`src/rtl/serial_pattern_tx_if.sv`:
```
// Load/serial-output bundle for serial_pattern_tx.
// The master drives the load port and the slave (the transmitter) drives the serial outputs.
interface serial_pattern_tx_if #(
   parameter int W     = 4,
   parameter int CNT_W = 4
) ();
   logic             load_valid;
   logic             load_ready;
   logic [W-1:0]     pattern;
   logic [CNT_W-1:0] repeat_cnt;
   logic             x;
   logic             x_valid;
   logic             frame_start;
   logic             done;

   modport master (
      output load_valid, pattern, repeat_cnt,
      input  load_ready, x, x_valid, frame_start, done
   );

   modport slave (
      input  load_valid, pattern, repeat_cnt,
      output load_ready, x, x_valid, frame_start, done
   );
endinterface

```
`src/rtl/serial_pattern_tx.sv`:
```
// Serial bit-pattern transmitter: emits a loaded W-bit pattern MSB-first (repeat+1) times.
// Optional feature macro PARITY_TX_EN appends an even-parity bit to every frame.
module serial_pattern_tx #(
   parameter int W     = 4,
   parameter int CNT_W = 4,
   parameter int GAP   = 1
) (
   input  logic               clk,
   input  logic               reset,
   serial_pattern_tx_if.slave bus_if
);
   localparam int                IDX_W    = (W > 1) ? $clog2(W) : 1;
   localparam logic [IDX_W-1:0]  MSB_IDX  = IDX_W'(W - 1);
   localparam logic [3:0]        GAP_LAST = (GAP > 0) ? 4'(GAP - 1) : 4'd0;

`ifdef PARITY_TX_EN
   typedef enum logic [2:0] {S_IDLE, S_SHIFT, S_PAR, S_GAP, S_DONE} state_t;
`else
   typedef enum logic [2:0] {S_IDLE, S_SHIFT, S_GAP, S_DONE} state_t;
`endif

   state_t             state_q, state_d;
   logic [W-1:0]       shreg_q, shreg_d;
   logic [IDX_W-1:0]   idx_q, idx_d;
   logic [CNT_W-1:0]   rep_q, rep_d;
   logic [3:0]         gap_q, gap_d;

   logic x_o, x_valid_o, frame_start_o, done_o, load_ready_o;
   logic capture, eof;

   always_ff @(posedge clk or posedge reset) begin
      if (reset) begin
         state_q <= S_IDLE;
         shreg_q <= '0;
         idx_q   <= '0;
         rep_q   <= '0;
         gap_q   <= '0;
      end else begin
         state_q <= state_d;
         shreg_q <= shreg_d;
         idx_q   <= idx_d;
         rep_q   <= rep_d;
         gap_q   <= gap_d;
      end
   end

   always_comb begin
      state_d       = state_q;
      shreg_d       = shreg_q;
      idx_d         = idx_q;
      rep_d         = rep_q;
      gap_d         = gap_q;
      x_o           = 1'b0;
      x_valid_o     = 1'b0;
      frame_start_o = 1'b0;
      done_o        = 1'b0;
      load_ready_o  = 1'b0;
      capture       = 1'b0;
      eof           = 1'b0;

      case (state_q)
         S_IDLE: begin
            load_ready_o = 1'b1;
            capture      = bus_if.load_valid;
         end
         S_SHIFT: begin
            x_valid_o     = 1'b1;
            x_o           = shreg_q[idx_q];
            frame_start_o = (idx_q == MSB_IDX);
            if (idx_q == '0) begin
`ifdef PARITY_TX_EN
               state_d = S_PAR;
`else
               eof     = 1'b1;
`endif
            end else begin
               idx_d = idx_q - 1'b1;
            end
         end
`ifdef PARITY_TX_EN
         S_PAR: begin
            x_valid_o = 1'b1;
            x_o       = ^shreg_q;
            eof       = 1'b1;
         end
`endif
         S_GAP: begin
            if (gap_q == '0) state_d = S_SHIFT;
            else             gap_d   = gap_q - 1'b1;
         end
         S_DONE: begin
            done_o       = 1'b1;
            load_ready_o = 1'b1;
            capture      = bus_if.load_valid;
            state_d      = S_IDLE;
         end
         default: state_d = S_IDLE;
      endcase

      // rep counts frames still owed after the current one, so it stops at zero
      if (eof) begin
         if (rep_q == '0) begin
            state_d = S_DONE;
         end else begin
            rep_d   = rep_q - 1'b1;
            idx_d   = MSB_IDX;
            gap_d   = GAP_LAST;
            state_d = (GAP > 0) ? S_GAP : S_SHIFT;
         end
      end

      if (capture) begin
         shreg_d = bus_if.pattern;
         rep_d   = bus_if.repeat_cnt;
         idx_d   = MSB_IDX;
         state_d = S_SHIFT;
      end
   end

   assign bus_if.x           = x_o;
   assign bus_if.x_valid     = x_valid_o;
   assign bus_if.frame_start = frame_start_o;
   assign bus_if.done        = done_o;
   assign bus_if.load_ready  = load_ready_o;

endmodule

```
`src/flat_wrapper.sv`:
```
// flat-port wrapper written by rule: the top's interface ports become plain ports
module serial_pattern_tx_flat 
#(
   parameter int W     = 4,
   parameter int CNT_W = 4,
   parameter int GAP   = 1
)
  (clk, reset, bus_if_load_valid, bus_if_pattern, bus_if_repeat_cnt, bus_if_load_ready, bus_if_x, bus_if_x_valid, bus_if_frame_start, bus_if_done);
  serial_pattern_tx_if #(.W(W), .CNT_W(CNT_W)) bus_if_i ();
  input  logic clk;
  input  logic reset;
  input wire logic [$bits(bus_if_i.load_valid)-1:0] bus_if_load_valid;
  input wire logic [$bits(bus_if_i.pattern)-1:0] bus_if_pattern;
  input wire logic [$bits(bus_if_i.repeat_cnt)-1:0] bus_if_repeat_cnt;
  output wire logic [$bits(bus_if_i.load_ready)-1:0] bus_if_load_ready;
  output wire logic [$bits(bus_if_i.x)-1:0] bus_if_x;
  output wire logic [$bits(bus_if_i.x_valid)-1:0] bus_if_x_valid;
  output wire logic [$bits(bus_if_i.frame_start)-1:0] bus_if_frame_start;
  output wire logic [$bits(bus_if_i.done)-1:0] bus_if_done;
  assign bus_if_i.load_valid = bus_if_load_valid;
  assign bus_if_i.pattern = bus_if_pattern;
  assign bus_if_i.repeat_cnt = bus_if_repeat_cnt;
  assign bus_if_load_ready = bus_if_i.load_ready;
  assign bus_if_x = bus_if_i.x;
  assign bus_if_x_valid = bus_if_i.x_valid;
  assign bus_if_frame_start = bus_if_i.frame_start;
  assign bus_if_done = bus_if_i.done;
  serial_pattern_tx #(.W(W), .CNT_W(CNT_W), .GAP(GAP)) u_core (.clk(clk), .reset(reset), .bus_if(bus_if_i));
endmodule
```
`config.mk`:
```
export PLATFORM = sky130hd
export DESIGN_NAME = serial_pattern_tx_flat
export DESIGN_NICKNAME = d
export VERILOG_FILES = /design/src/rtl/serial_pattern_tx_if.sv /design/src/rtl/serial_pattern_tx.sv /design/src/flat_wrapper.sv
export SDC_FILE = /design/constraint.sdc
export NUM_CORES = 1
export LEC_CHECK = 0
export CORE_UTILIZATION = 55
export CTS_BUF_LIST = sky130_fd_sc_hd__clkbuf_8
export CTS_CLUSTER_DIAMETER = 60
export CTS_CLUSTER_SIZE = 28
export DETAILED_ROUTE_END_ITERATION = 10
export PLACE_DENSITY = 0.92
export SETUP_SLACK_MARGIN = 0.4
export SLEW_MARGIN = 20
export SYNTH_ARGS = -nofsm -noshare
export SYNTH_HDL_FRONTEND = slang
export SYNTH_SLANG_ARGS = --single-unit
```
`constraint.sdc`:
```
create_clock -name clk -period 4.7 [get_ports clk]
set_clock_uncertainty 0.1 [all_clocks]
set_input_delay 0.94 -clock clk [delete_from_list [all_inputs] [get_ports clk]]
set_output_delay 0.94 -clock clk [all_outputs]
set_load 0.05 [all_outputs]
```
# Word-level counts from Yosys, hierarchy flattened
# Cells that the tools add are included.
# word_totals
regBits,17
in_bits,11
out_inout_bits,5
word_cells,52
# classes
add_sub_neg,3
n_lt_le_gt_ge,1
eq_ne,7
muxes,27
n_reduce_logical,9
# ops
operator,count
$mux 4,7
$mux 1,10
$mux 2,5
$mux 3,3
$logic_not 4->1,2
$sub 4x1->4 const B,2
$eq 3x2->1 const B,2
$pmux 3 s2,1
$ne 4x1->1 const B,1
$reduce_and 2->1,2
$reduce_or 2->1,2
$eq 3x1->1 const B,1
$logic_not 3->1,1
$lt 2x3->1 const B,1
$ne 3x1->1 const B,1
$bmux 1 s2,1
$eq 2x2->1 const B,1
$logic_not 2->1,1
$ne 2x1->1 const B,1
$reduce_bool 2->1,1
$sub 2x1->2 const B,1

# Longest topological paths before layout
# depth
ltp_word,6
depth_mapped,6
depth_no_buf,5

# Worst setup path before layout
# No wires, ideal clock.
# synth_timing
path_kind,register to output
start,register u_core.state_q[1]
end,output port bus_if_frame_start
arrival_ps,1574
t_required_ps,3660
slack_ps,2086
path_stages_with_launch,4
path_buffers,0
cell_sequence,dfrtp_1 > inv_1 > ha_1 > and3_1
# synth_between
elab_chain_cells,2
# synth_lines
item,line_no,text
start: declaration,serial_pattern_tx.sv:22,"state_t state_q, state_d;"
start signal: assignment,serial_pattern_tx.sv:39,state_q <= state_d;
$eq 3x1->1,serial_pattern_tx.sv:61,case (state_q)
$mux 1,serial_pattern_tx.sv:61,
end: declaration,flat_wrapper.sv:18,output wire logic [$bits(bus_if_i.frame_start)-1:0] bus_if_frame_start;
# Every way passes these cells.

# Worst setup path in the final report
# layout_timing
start,register u_core.idx_q[0]
end,output port bus_if_x
# layout_between
elab_chain_cells,3
# layout_lines
item,line_no,text
start: declaration,serial_pattern_tx.sv:24,"logic [IDX_W-1:0] idx_q, idx_d;"
start signal: assignment,serial_pattern_tx.sv:41,idx_q <= idx_d;
$bmux 1 s2,serial_pattern_tx.sv:68,x_o = shreg_q[idx_q];
$mux 1 (implied by the code),serial_pattern_tx.sv:68,
$mux 1,serial_pattern_tx.sv:61,
end: declaration,flat_wrapper.sv:16,output wire logic [$bits(bus_if_i.x)-1:0] bus_if_x;
# Every way passes these cells. The select of a mux whose other input is x is not followed.

==> results by stage <==
GRT:
- The initial antenna violation count is 0.
- The global routing met3 resource utilization is about 3.8%.
- For met2 alone, demand over resource in global routing was 44.24%.
- After global routing, the most crowded layer is met2.
- The total global routing track utilization is about 25%.
- The total overflow left after global routing is 0.
- The via count of the first global-routing pass is slightly above 800.
- The pin count of the biggest net entering global routing is 17.
- The first global-routing pass estimated between 3000 and 4000 µm of wire.
- The global routing met1 resource utilization is 28.13%.

Synthesis:
- In this run, synthesis produced a sequential element count of 16.
- The yosys synthesis warning count is 0.
- The post-synthesis simple-gate area fraction is 26.59%.
- The average instance in the mapped netlist occupies ~9.2 µm².
- The share of the synthesized area in compound gates (AO/OA/AOI/OAI) is 13.03%.
- The proportion of synthesized flip-flops having asynchronous set or reset is 100.0%.
- Counting every net in the synthesized netlist gives about 120.
- The flip-flop cell with the highest count after synthesis is sky130_fd_sc_hd__dfrtp_1.
- After Yosys synthesis, XOR and XNOR cells account for 0% of the synthesized area.
- The number of enable flip-flop cells after synthesis is 0.
- The synthesized netlist devotes 8.141% of its cell area to adder and majority cells.
- The largest area contributor in the netlist is sky130_fd_sc_hd__dfrtp_1.
- Ranked by instance count, the synthesized netlist is headed by sky130_fd_sc_hd__dfrtp_1, sky130_fd_sc_hd__nand2_1, sky130_fd_sc_hd__inv_1.
- The mapped cell area is between 900 and 1000 µm².
- The largest family of logic cells by synthesized area is simple AND/OR/NAND/NOR gates.
- The mux contribution to synthesized area is under 10%.
- The area share of the largest cell type after synthesis is 43.42%.
- The cell count after synthesis came out at 100.
- Sequential cells were found to cover between 40% and 50% of the synthesized design area.
- By area the synthesized netlist is led by sky130_fd_sc_hd__dfrtp_1, sky130_fd_sc_hd__ha_1, sky130_fd_sc_hd__nand2_1.
- The number of different library cells used by synthesis comes to 31.

STA:
- Based on the critical path, the design can be clocked at up to roughly 0.32 GHz.
- Setup repair after global routing left no endpoint under its margin.
- The number of hold violations in the final report was 0.
- The relative slew slack is 48.82%.
- The setup TNS is 0 ps.
- The clock period could shrink to 3106 ps.
- The worst path meets setup with 1594 ps of slack.
- Setup violations remaining at the end of the flow were counted as 0.
- The portion of the clock cycle consumed by the worst path in the final layout is approximately 66%.
- For the pin with the worst max-slew slack, the measured transition is ~770 ps.
- The final-report max-slew violation count is 0.

Worst setup path:
- The highest-delay cell along the critical path is sky130_fd_sc_hd__clkdlybuf4s50_1.
- The largest single stage delay on the critical path is 700 ps.
- The worst setup path is captured at an output pin.
- The critical path goes through mux4_2 -> and2_1 -> clkdlybuf4s50_1.
- The arrival time at the worst endpoint is slightly above 2000 ps.
- Counting both buffers and inverters, the worst setup path holds a total of 1.
- The worst path required time is 3660 ps.
- The family of cells with the greatest summed delay on the critical path is buffers and inverters.
- The kind of critical path is flop to output pin.
- The category of the worst setup path launch point is a flop.
- The top fanout value on the critical path is 6.

Floorplanning:
- The die covers roughly 1800 µm².
- The boundary pin count is 16.
- The initialized floorplan defines 14 standard-cell rows.
- In this run the standard cell core region covers about 1500 µm².
- Measured along the y axis, the die boundary spans between 40 and 50 µm.
- The width of the chip is around 43 µm.
- The initial utilization of the core area, before any placement, comes to between 50% and 60%.

Clocking:
- The clock passes through at most 2 buffers.
- After clock tree synthesis, the repair step resized 0 gates.
- Post-CTS timing repair inserted 0 buffers for setup.
- The maximum level of the CTS H-tree is 1.
- TritonCTS created 3 clock buffers.
- The root buffer cell is sky130_fd_sc_hd__clkbuf_8.
- In this run, post-CTS hold repair placed 0 buffers.
- The clock reaches the later pin of the worst-skew pair after around 250 ps.
- TritonCTS built the clock tree.
- The clock-pin transition on the worst setup and hold timing paths is 60 ps.
- The clock sink count is 16.

Route:
- The final antenna-violating net count is 0.
- For this run, design rule violations remaining after detail routing come to 0.
- The final layout contains routed wiring with a total length of 1972 µm.
- The first routing iteration left 10 violations.
- The number of iterations in the first detailed-routing pass is 4.
- The count of vias placed by the detailed router is between 700 and 800.
- The routed via count divided by cell count is between 6 and 7.
- Dividing the detail-routed wire length by the instance count gives approximately 15 µm.

Final layout:
- The final net count is roughly 130.
- The total inserted antenna cells is 0.
- Relative to the synthesized area, the layout overhead comes to 22.80%.
- The utilization after layout is approximately three quarters.
- The share of cells above drive strength 1 is about 7.8%.

Power:
- The worst-case IR drop observed on VDD is 0.4719 mV.
- For this design the static power due to leakage is roughly 0.5 nW.
- The overall power is 0.7604 mW.
- In this run the power density over the cells is between 600 and 700 nW/µm².

Place:
- The number of I/O port buffers is 15.
- OpenSTA, run right after detailed placement, puts the worst setup slack at approximately 1900 ps.
- Routability-driven placement finished with a final weighted congestion of about 0.76.
- After legalization and detailed placement, the total HPWL measured between 1000 and 1500 µm.

Run:
- The count of max-cap constraint violations is 0.

Hold path:
- The type of the most critical hold path is flop to flop.

Outcome:
- The flow ran to the end, and the final reports show no timing, DRC or antenna violations.
layer usage:
metal | vias up | wire length (µm)
met2 | 16 | 1062
met3 | 5 | 69
li1 | 379 | -
met4 | 0 | 32
met5 | - | 0
met1 | 387 | 807
placed cells by master (no fill, tap or decap):
master	count
sky130_fd_sc_hd__inv_1	9
sky130_fd_sc_hd__or3b_2	3
sky130_fd_sc_hd__ha_1	6
sky130_fd_sc_hd__mux2i_1	1
sky130_fd_sc_hd__a22oi_1	1
sky130_fd_sc_hd__or4_1	1
sky130_fd_sc_hd__a211oi_1	3
sky130_fd_sc_hd__and2_1	1
sky130_fd_sc_hd__or3_1	2
sky130_fd_sc_hd__nor2_1	7
sky130_fd_sc_hd__dfrtp_1	16
sky130_fd_sc_hd__nor4b_1	1
sky130_fd_sc_hd__clkbuf_8	4
sky130_fd_sc_hd__nor3b_1	2
sky130_fd_sc_hd__a22o_1	1
sky130_fd_sc_hd__or3b_4	1
sky130_fd_sc_hd__nand4b_1	2
sky130_fd_sc_hd__a311oi_1	1
sky130_fd_sc_hd__and3_1	1
sky130_fd_sc_hd__nor2b_1	3
sky130_fd_sc_hd__a21oi_1	3
sky130_fd_sc_hd__nand3_1	2
sky130_fd_sc_hd__a21o_1	1
sky130_fd_sc_hd__a31oi_1	2
sky130_fd_sc_hd__nand2b_1	2
sky130_fd_sc_hd__o211ai_1	1
sky130_fd_sc_hd__nand4_1	1
sky130_fd_sc_hd__a221o_1	1
sky130_fd_sc_hd__mux4_2	1
sky130_fd_sc_hd__nand2_1	16
sky130_fd_sc_hd__clkdlybuf4s50_1	15
sky130_fd_sc_hd__o21ai_0	4
worst reg2reg max path, stage by stage, from the launching register on:
cell and delay [ps]:
sky130_fd_sc_hd__dfrtp_1 400, sky130_fd_sc_hd__inv_1 100, sky130_fd_sc_hd__ha_1 300, sky130_fd_sc_hd__or3b_4 450, sky130_fd_sc_hd__or4_1 530, sky130_fd_sc_hd__a31oi_1 180
power by group:
part | internal [mW] | switching [mW] | leakage, nW | total (mW)
registers | 0.189 | 0.0423 | 0.199 | 0.231
clock network | 0.0744 | 0.0478 | 0.0288 | 0.122
logic | 0.163 | 0.244 | 0.279 | 0.407
total | 0.426 | 0.334 | 0.507 | 0.760
per-stage QoR:
stage | std cells | cell area, µm² | hold slack [ps]
after floorplan | 100 | 922.1 | 340.3
after global placement | 127 | 1077 | 355.9
after detailed placement | 127 | 1077 | 365.1
after CTS | 131 | 1132 | 381.3
after global routing | 131 | 1132 | 401.2
final | 131 | 1132 | 384.5
layout make-up:
type | instances | area [µm²]
Clock buffer | 4 | 55.05
Sequential cell | 16 | 400.4
Fill cell | 122 | 409.1
Tap cell | 16 | 20.02
Timing Repair Buffer | 15 | 150.1
Inverter | 9 | 33.78
Multi-Input combinational cell | 71 | 473.0
path summary, 6_finish.rpt:
check | depth (start not counted) | endpoint | from | slack [ps]
min | 2 | u_core.shreg_q[3] | u_core.shreg_q[3] | 380
max reg2reg | 5 | u_core.rep_q[3] | u_core.state_q[1] | 2550
min reg2reg | 2 | u_core.shreg_q[3] | u_core.shreg_q[3] | 380
min in group asynchronous | 2 | u_core.gap_q[2] | reset | 970
max | 3 | bus_if_x | u_core.idx_q[0] | 1590
max in group asynchronous | 2 | u_core.gap_q[1] | reset | 3130
state kept, by name, summed over array words and instances, names as in the netlist:
| name | cells |
|---|---|
| u_core.gap_q | 4 |
| u_core.rep_q | 4 |
| u_core.shreg_q | 4 |
| u_core.idx_q | 2 |
| u_core.state_q | 2 |
kinds of logic (layout without fill, tap and decap cells):
logic type      Yosys count  in the layout
fa+ha+maj                 6              6
simple gates             45             45
buf+inv                  13             28
flops                    16             16
mux                       2              2
compound gates           18             18
(Power assumes the default switching activity.)
